===== src/rtl/avl_arbiter_pkg.sv =====
// Shared configuration for the two-port Avalon-MM arbiter: window and watchdog
// defaults, port ids and the controller state encoding.
package avl_arbiter_pkg;

  localparam logic [31:0] AVL_BASE_ADDR_DEFAULT  = 32'h8000_0000;
  localparam logic [31:0] AVL_TOP_ADDR_DEFAULT   = 32'h9000_0000;
  localparam int unsigned TIMEOUT_CYCLES_DEFAULT = 1023;

  localparam logic PORT_IMEM = 1'b0;
  localparam logic PORT_DMEM = 1'b1;

  typedef enum logic [1:0] {
    S_IDLE   = 2'd0,
    S_CMD    = 2'd1,
    S_RDWAIT = 2'd2,
    S_RESP   = 2'd3
  } arb_state_e;

endpackage


===== src/rtl/avl_arbiter.sv =====
// Round-robin arbiter joining an instruction and a data request port onto one
// Avalon-MM master, one transaction in flight, with window check and read watchdog.
module avl_arbiter
  import avl_arbiter_pkg::*;
#(
  parameter logic [31:0] avl_base_addr  = AVL_BASE_ADDR_DEFAULT,
  parameter logic [31:0] avl_top_addr   = AVL_TOP_ADDR_DEFAULT,
  parameter int unsigned timeout_cycles = TIMEOUT_CYCLES_DEFAULT
) (
  input  logic        clock,
  input  logic        reset,
  input  logic        imem_valid,
  input  logic [31:0] imem_addr,
  output logic [31:0] imem_rdata,
  output logic        imem_ready,
  output logic        imem_error,
  input  logic        dmem_valid,
  input  logic [31:0] dmem_addr,
  input  logic [31:0] dmem_wdata,
  input  logic [3:0]  dmem_wstrb,
  output logic [31:0] dmem_rdata,
  output logic        dmem_ready,
  output logic        dmem_error,
  output logic [31:0] avl_address,
  output logic        avl_read,
  output logic        avl_write,
  output logic [31:0] avl_writedata,
  output logic [3:0]  avl_byteenable,
  input  logic        avl_waitrequest,
  input  logic [31:0] avl_readdata,
  input  logic        avl_readdatavalid,
  output logic [1:0]  dbg_state
);

  localparam int WD_W = $clog2(timeout_cycles + 1);
  localparam logic [WD_W-1:0] WD_LAST = WD_W'(timeout_cycles - 1);

  arb_state_e        state_q;
  logic              last_q;
  logic              port_q;
  logic              is_write_q;
  logic [WD_W-1:0]   wd_q;
  logic              resp_err_q;
  logic [31:0]       resp_rdata_q;
  logic [31:0]       avl_address_q;
  logic              avl_read_q;
  logic              avl_write_q;
  logic [31:0]       avl_writedata_q;
  logic [3:0]        avl_byteenable_q;
  logic              imem_ready_q;
  logic              imem_error_q;
  logic [31:0]       imem_rdata_q;
  logic              dmem_ready_q;
  logic              dmem_error_q;
  logic [31:0]       dmem_rdata_q;

  logic              imem_req_d;
  logic              dmem_req_d;
  logic              any_req_d;
  logic              grant_dmem_d;
  logic              req_write_d;
  logic              in_window_d;
  logic [31:0]       req_addr_d;
  logic [31:0]       offset_d;

  // A port whose ready is pulsing this cycle still holds valid; mask it so the
  // finished request is not granted a second time.
  assign imem_req_d   = imem_valid && !imem_ready_q;
  assign dmem_req_d   = dmem_valid && !dmem_ready_q;
  assign any_req_d    = imem_req_d || dmem_req_d;
  assign grant_dmem_d = dmem_req_d && (!imem_req_d || (last_q == PORT_IMEM));
  assign req_write_d  = grant_dmem_d && (dmem_wstrb != 4'h0);
  assign req_addr_d   = grant_dmem_d ? dmem_addr : imem_addr;
  assign in_window_d  = (req_addr_d >= avl_base_addr) && (req_addr_d < avl_top_addr);
  assign offset_d     = (req_addr_d - avl_base_addr) & 32'hFFFF_FFFC;

  always_ff @(posedge clock) begin
    if (reset) begin
      state_q          <= S_IDLE;
      last_q           <= PORT_IMEM;
      port_q           <= PORT_IMEM;
      is_write_q       <= 1'b0;
      wd_q             <= '0;
      resp_err_q       <= 1'b0;
      resp_rdata_q     <= 32'h0;
      avl_address_q    <= 32'h0;
      avl_read_q       <= 1'b0;
      avl_write_q      <= 1'b0;
      avl_writedata_q  <= 32'h0;
      avl_byteenable_q <= 4'h0;
      imem_ready_q     <= 1'b0;
      imem_error_q     <= 1'b0;
      imem_rdata_q     <= 32'h0;
      dmem_ready_q     <= 1'b0;
      dmem_error_q     <= 1'b0;
      dmem_rdata_q     <= 32'h0;
    end else begin
      imem_ready_q <= 1'b0;
      imem_error_q <= 1'b0;
      imem_rdata_q <= 32'h0;
      dmem_ready_q <= 1'b0;
      dmem_error_q <= 1'b0;
      dmem_rdata_q <= 32'h0;

      case (state_q)
        S_IDLE: begin
          if (any_req_d) begin
            port_q     <= grant_dmem_d;
            is_write_q <= req_write_d;
            if (in_window_d) begin
              avl_address_q    <= offset_d;
              avl_read_q       <= !req_write_d;
              avl_write_q      <= req_write_d;
              avl_writedata_q  <= grant_dmem_d ? dmem_wdata : 32'h0;
              avl_byteenable_q <= req_write_d ? dmem_wstrb : 4'hF;
              state_q          <= S_CMD;
            end else begin
              resp_err_q   <= 1'b1;
              resp_rdata_q <= 32'h0;
              state_q      <= S_RESP;
            end
          end
        end

        S_CMD: begin
          if (!avl_waitrequest) begin
            avl_address_q    <= 32'h0;
            avl_read_q       <= 1'b0;
            avl_write_q      <= 1'b0;
            avl_writedata_q  <= 32'h0;
            avl_byteenable_q <= 4'h0;
            if (is_write_q) begin
              resp_err_q   <= 1'b0;
              resp_rdata_q <= 32'h0;
              state_q      <= S_RESP;
            end else begin
              wd_q    <= '0;
              state_q <= S_RDWAIT;
            end
          end
        end

        // readdatavalid is only honoured here, so early or stray beats are dropped.
        S_RDWAIT: begin
          if (avl_readdatavalid) begin
            resp_err_q   <= 1'b0;
            resp_rdata_q <= avl_readdata;
            state_q      <= S_RESP;
          end else if (wd_q == WD_LAST) begin
            resp_err_q   <= 1'b1;
            resp_rdata_q <= 32'h0;
            state_q      <= S_RESP;
          end else begin
            wd_q <= wd_q + 1'b1;
          end
        end

        S_RESP: begin
          if (port_q == PORT_DMEM) begin
            dmem_ready_q <= 1'b1;
            dmem_error_q <= resp_err_q;
            dmem_rdata_q <= resp_rdata_q;
          end else begin
            imem_ready_q <= 1'b1;
            imem_error_q <= resp_err_q;
            imem_rdata_q <= resp_rdata_q;
          end
          last_q  <= port_q;
          state_q <= S_IDLE;
        end

        default: state_q <= S_IDLE;
      endcase
    end
  end

  assign imem_ready     = imem_ready_q;
  assign imem_error     = imem_error_q;
  assign imem_rdata     = imem_rdata_q;
  assign dmem_ready     = dmem_ready_q;
  assign dmem_error     = dmem_error_q;
  assign dmem_rdata     = dmem_rdata_q;
  assign avl_address    = avl_address_q;
  assign avl_read       = avl_read_q;
  assign avl_write      = avl_write_q;
  assign avl_writedata  = avl_writedata_q;
  assign avl_byteenable = avl_byteenable_q;
  assign dbg_state      = state_q;

endmodule


===== config.mk =====
export PLATFORM = sky130hd
export DESIGN_NAME = avl_arbiter
export DESIGN_NICKNAME = d
export VERILOG_FILES = /design/src/rtl/avl_arbiter_pkg.sv /design/src/rtl/avl_arbiter.sv
export SDC_FILE = /design/constraint.sdc
export NUM_CORES = 1
export LEC_CHECK = 0
export BUFFER_PORTS_ARGS = -buffer_cell sky130_fd_sc_hd__buf_2
export CELL_PAD_IN_SITES_DETAIL_PLACEMENT = 0
export CELL_PAD_IN_SITES_GLOBAL_PLACEMENT = 2
export CORE_MARGIN = 4
export CORE_UTILIZATION = 28
export CTS_BUF_LIST = sky130_fd_sc_hd__clkbuf_8 sky130_fd_sc_hd__clkbuf_16
export CTS_CLUSTER_DIAMETER = 60
export CTS_CLUSTER_SIZE = 20
export DETAILED_ROUTE_END_ITERATION = 6
export GPL_ROUTABILITY_DRIVEN = 0
export PLACE_DENSITY_LB_ADDON = 0.12
export SYNTH_ARGS = -nofsm -noshare
export SYNTH_HDL_FRONTEND = slang
export SYNTH_SLANG_ARGS = --single-unit

===== constraint.sdc =====
create_clock -name clock -period 2.9 [get_ports clock]
set_input_delay 0.145 -clock clock [delete_from_list [all_inputs] [get_ports clock]]
set_output_delay 0.145 -clock clock [all_outputs]
set_load 0.02 [all_outputs]

Yosys cells after proc, flatten, opt, wreduce, memory -nomap -nowiden
Cells that the tools add are included.

storage, ports and cells
  flip-flop bits (word level) = 186
  input bits = 138
  output and inout port bits = 140
  word-level logic and storage cells = 111

cells by class
  $add $sub $neg = 2
  $lt $le $gt $ge = 2
  equality and inequality tests = 13
  multiplexer cells = 49
  bitwise operators = 3
  reductions and logical operators = 24

operators by type and width
  operator                count
  $mux 32                 13
  $pmux 32 s2             2
  $pmux 32 s3             1
  $mux 10                 4
  $ge 32x32->1 const B    1
  $lt 32x32->1 const B    1
  $sub 32x32->32 const B  1
  $pmux 10 s2             1
  $mux 4                  4
  $ne 2x2->1 const B      8
  $mux 1                  14
  $add 10x1->10 const B   1
  $eq 10x10->1 const B    1
  $mux 2                  5
  $pmux 2 s4              1
  $pmux 4 s2              1
  $reduce_and 6->1        1
  $reduce_or 3->1         2
  $logic_and 1x1->1       5
  $reduce_and 5->1        1
  $eq 2x2->1 const B      2
  $logic_not 1->1         4
  $pmux 1 s2              2
  $reduce_and 4->1        1
  12 further kinds        16

Depth between registers and ports, before layout
  depth in word-level cells = 11
  depth in mapped cells = 10
  gate-level depth less buffers = 7

Worst setup path before layout
OpenSTA, ideal clock, no wires.

  path kind = flip-flop to flip-flop
  start = register state_q[0], in the netlist dbg_state[0]
  end = register resp_rdata_q[0]
  library setup time = 0.072 ns
  data arrival time = 2.116 ns
  required time = 2.828 ns
  setup slack = 0.712 ns
  cell stages (with the launch flop) = 9
  path buffers = 2
  period minus slack after synthesis = 2.188 ns
  path through = dfxtp_1 > inv_1 > ha_1 > a32o_1 > a31oi_1 > nor4b_1 > buf_2 > buf_4 > mux2i_1

between the ends
  cells in the longest elaborated chain, start to end = 3
  elaborated cells on any way between the ends = 11
  classes of those cells = eq/ne: 7; mux: 1; reduce/logical: 3

RTL lines
  item                                                line                text
  start: declaration                                  avl_arbiter.sv:38   arb_state_e state_q;
  start signal: assignment                            avl_arbiter.sv:79   state_q <= S_IDLE;
  start signal: assignment                            avl_arbiter.sv:116  state_q <= S_CMD;
  start signal: assignment                            avl_arbiter.sv:120  state_q <= S_RESP;
  $eq 2x2->1, or another cell as far along            avl_arbiter.sv:105  case (state_q)
  $ne 3x3->1 (no line), or another cell as far along  n/a
  $reduce_and 6->1 (no line)                          n/a
  end signal: assignment                              avl_arbiter.sv:147  resp_rdata_q <= avl_readdata;
  end: declaration                                    avl_arbiter.sv:44   logic [31:0] resp_rdata_q;

Several ways; a longest one is shown, not always the timed one.
A chain may end at the register's enable or synchronous reset.

Worst setup path after layout
  start = register state_q[1], in the netlist dbg_state[1]
  end = register avl_writedata_q[3], in the netlist avl_writedata[3]

between the ends
  cells in the longest elaborated chain, start to end = 3
  elaborated cells on any way between the ends = 8
  classes of those cells = eq/ne: 4; mux: 1; reduce/logical: 3

RTL lines
  item                                                              line                text
  $eq 2x1->1 / $logic_not 2->1 (equally long branches)              avl_arbiter.sv:105
  $ne 2x2->1 (no line) / $reduce_bool 2->1 (equally long branches)  n/a
  $reduce_and 4->1 (no line)                                        n/a
  end signal: assignment                                            avl_arbiter.sv:114  avl_writedata_q <= grant_dmem_d ? dmem_wdata : 32'h0;
  end: declaration                                                  avl_arbiter.sv:48   logic [31:0] avl_writedata_q;

Several ways; a longest one is shown, not always the timed one.

==> results.json <==
{
  "status": "complete, no violations",
  "synth.ff_latch_count": 184,
  "tns_ns": 0,
  "synth_top_area_share_pct": 54.8,
  "cp_data_required_time_ns": 3.21,
  "max-vdd-ir-drop_v": 0.000417,
  "grt_pass1_wl_um": 31000,
  "synth_top_area_cell": "dfxtp_1",
  "drt_iter0_drc": 250,
  "vias": 5710,
  "rr_endpoint": "avl_writedata[3]",
  "routedWlPerCell_um": 15.3,
  "grt_max_degree": 38,
  "io_pins": 278,
  "arrival_ns": 2.80,
  "seq_area_frac_synth_pct": 54.8,
  "area_growth_pct": 43.5,
  "hold_path_class": "in2reg",
  "report.final.slew_viol_count": 0,
  "powerDensity_mw_per_mm2": 770,
  "total_leakage_power_nw": 4.54,
  "die_height_um": 163,
  "core_area_mm2": 0.0235,
  "cp_cell_sequence": "inv_1 -> ha_1 -> a32o_1 -> a311o_2 -> nor2b_2 -> buf_4 -> a22o_1",
  "async_flop_share_pct": 0,
  "worstHoldStart": "dmem_wstrb[2]",
  "crit_type": "reg2reg",
  "vias_per_cell": 4.34,
  "yosys-top-cells-area": "dfxtp_1 (55%), mux2i_1 (9.1%), and2_1 (6.7%)",
  "num_antenna_cells": 0,
  "synthFlopType": "dfxtp_1",
  "cts_made_buffers": 17,
  "nets": 1128,
  "worst_pin_slew_ns": 0.758,
  "fin_skew_ns": 0.0270,
  "worstPathMaxFanout": 36,
  "r2r_start": "dbg_state[1]",
  "startpoint_type": "flip-flop",
  "dieArea_mm2": 0.0266,
  "synth_area_per_cell_um2": 10.2,
  "synth_common_cells": "dfxtp_1 (184), nand2_1 (73), and2_1 (72)",
  "grt_use_total_pct": 14.8,
  "critPathSlowestCell": "a311o_2",
  "totalWireLength_um": 20100,
  "rsz0062_at_grt": "no",
  "path_buf_inv": 2,
  "whs_ns": 0.0800,
  "r2r_slack_ns": 0.41,
  "hold_path_depth": 4,
  "fin_crit_sh_pct": 85.7,
  "yosys_warnings": 0,
  "initial_core_util_pct": 28.6,
  "grt_pass1_vias": 5745,
  "num_rows": 56,
  "dpl.hpwl_um": 14200,
  "synth_cell_type_count": 45,
  "clkTransAtPathRegs_ns": 0.07,
  "drtAntennaViolNets": 0,
  "clock_path_buffers": 2,
  "fin_crit_ns": 2.49,
  "die_w_um": 163,
  "cp_slowest_stage_delay_ns": 0.46,
  "cap_violations": 0,
  "root_buffer": "clkbuf_16",
  "antenna_found_initial": 2,
  "synth_edf_count": 0,
  "max_freq_mhz": 402,
  "io_buffers": 271,
  "yosys.cell_count.top_type": "dfxtp_1",
  "cp_top_family": "compound AO/OA/AOI/OAI gates",
  "reg2reg_depth": 7,
  "drive_gt1_share_pct": 32.9,
  "netlist_area_mm2": 0.00672,
  "setup_violations": 0,
  "cp-end-kind": "flip-flop",
  "overflow": 0,
  "holdPathEnd": "avl_byteenable[2]",
  "clk_latency_ns": 0.43,
  "fill_cells": 2325,
  "cts_tree": "done",
  "firstDrtPassIters": 4,
  "htreeDepth": 4,
  "clock_sinks": 184,
  "relSlewSlack_pct": 49.5,
  "fin_util_pct": 41.0,
  "syn_inst": 658,
  "drc": 0,
  "hold_violations": 0
}
## worst min-delay path, delay by kind of cell
family	cells	cell delay, ns
compound gates	2	0.16
buf+inv	2	0.14
## registers in the layout (all words and copies together) (netlist names), 2 cells and up
name and flops:
resp_rdata_q 32, imem_rdata 32, avl_byteenable 4, wd_q 10, avl_address 30, dmem_rdata 32, avl_writedata 32, dbg_state 2
## where the power goes
part | switching (W) | leakage (nW) | internal (W) | total [W]
registers | 0.000141 | 1.49 | 0.00276 | 0.00290
clock network | 0.00111 | 0.286 | 0.00116 | 0.00226
logic | 0.00134 | 2.76 | 0.000930 | 0.00227
## per-stage QoR
stage | setup WS [ns] | area [µm²] | std cells | power, W
detailed placement | 0.124 | 8430 | 1219 | 0.00520
global placement | 0.235 | 8430 | 1219 | 0.00515
global route | 0.210 | 9650 | 1315 | 0.00789
CTS | 0.394 | 9650 | 1315 | 0.00757
finish | 0.414 | 9650 | 1315 | 0.00743
floorplan | 0.712 | 6730 | 659 | 0.00453
## timing repair
item | CTS | global route
resized for setup | 0 | 0
endpoints found under the hold margin | 64 | 0
hold buffers | 64 | 0
setup buffers | 0 | 0
## placed cells by master, fill, tap and decap left out, drive strengths merged, types with 2 or more instances in the layout
cell type / Yosys / layout
nand2: 73 / 73
mux2i: 61 / 61
nand4: 4 / 4
dfxtp: 184 / 184
clkinv: 0 / 3
a21oi: 36 / 36
nor2b: 4 / 4
buf: 17 / 288
a211o: 4 / 4
xor2: 6 / 6
inv: 10 / 21
nand2b: 35 / 35
ha: 7 / 7
nor2: 14 / 14
or3: 29 / 29
conb: 1 / 2
nand3: 8 / 8
nor4: 2 / 2
clkbuf: 30 / 17
dlygate4sd3: 0 / 64
o21ai: 4 / 4
and3: 2 / 2
and2: 72 / 72
and4: 3 / 3
nor4b: 3 / 3
a22o: 32 / 32
## layer usage
layer / vias up / GRT usage (%) / routed length [µm]
met5: - / 0 / 21
met4: 4 / 3.39 / 206
met3: 15 / 5.47 / 1620
met2: 185 / 24.8 / 9560
met1: 2639 / 18.1 / 8680
li1: 2867 / - / -
## how the worst max path moves through the flow
stage | cells after the start | endpoint | from
after CTS | 7 | avl_writedata[7] | dbg_state[1]
after global routing | 7 | avl_writedata[7] | dbg_state[0]
final | 7 | avl_writedata[3] | dbg_state[1]
after detailed placement | 8 | avl_writedata[3] | dmem_addr[29]
after floorplan | 8 | resp_rdata_q[0] | dbg_state[0]
after global placement | 8 | avl_writedata[11] | dmem_addr[29]
## cell families after synthesis
kind of cell,Yosys count,share of synthesized area [%]
compound gates,86,8.97
xor+xnor,7,0.912
fa+ha+maj,7,1.30
buf+inv,57,4.04
flops,184,54.8
mux,62,9.25
other cells,1,0.0558
simple gates,254,20.7
## area by class of cell
cell class | count | area (µm²) | share of cell area [%]
Sequential cell | 184 | 3680 | 38.2
Clock inverter | 15 | 153 | 1.58
Multi-Input combinational cell | 418 | 2800 | 29.0
Clock buffer | 17 | 425 | 4.41
Tap cell | 319 | 399 | 4.14
Timing Repair Buffer | 352 | 2150 | 22.3
Inverter | 10 | 37.5 | 0.389
No activity file was read; power rests on OpenSTA's default activity.
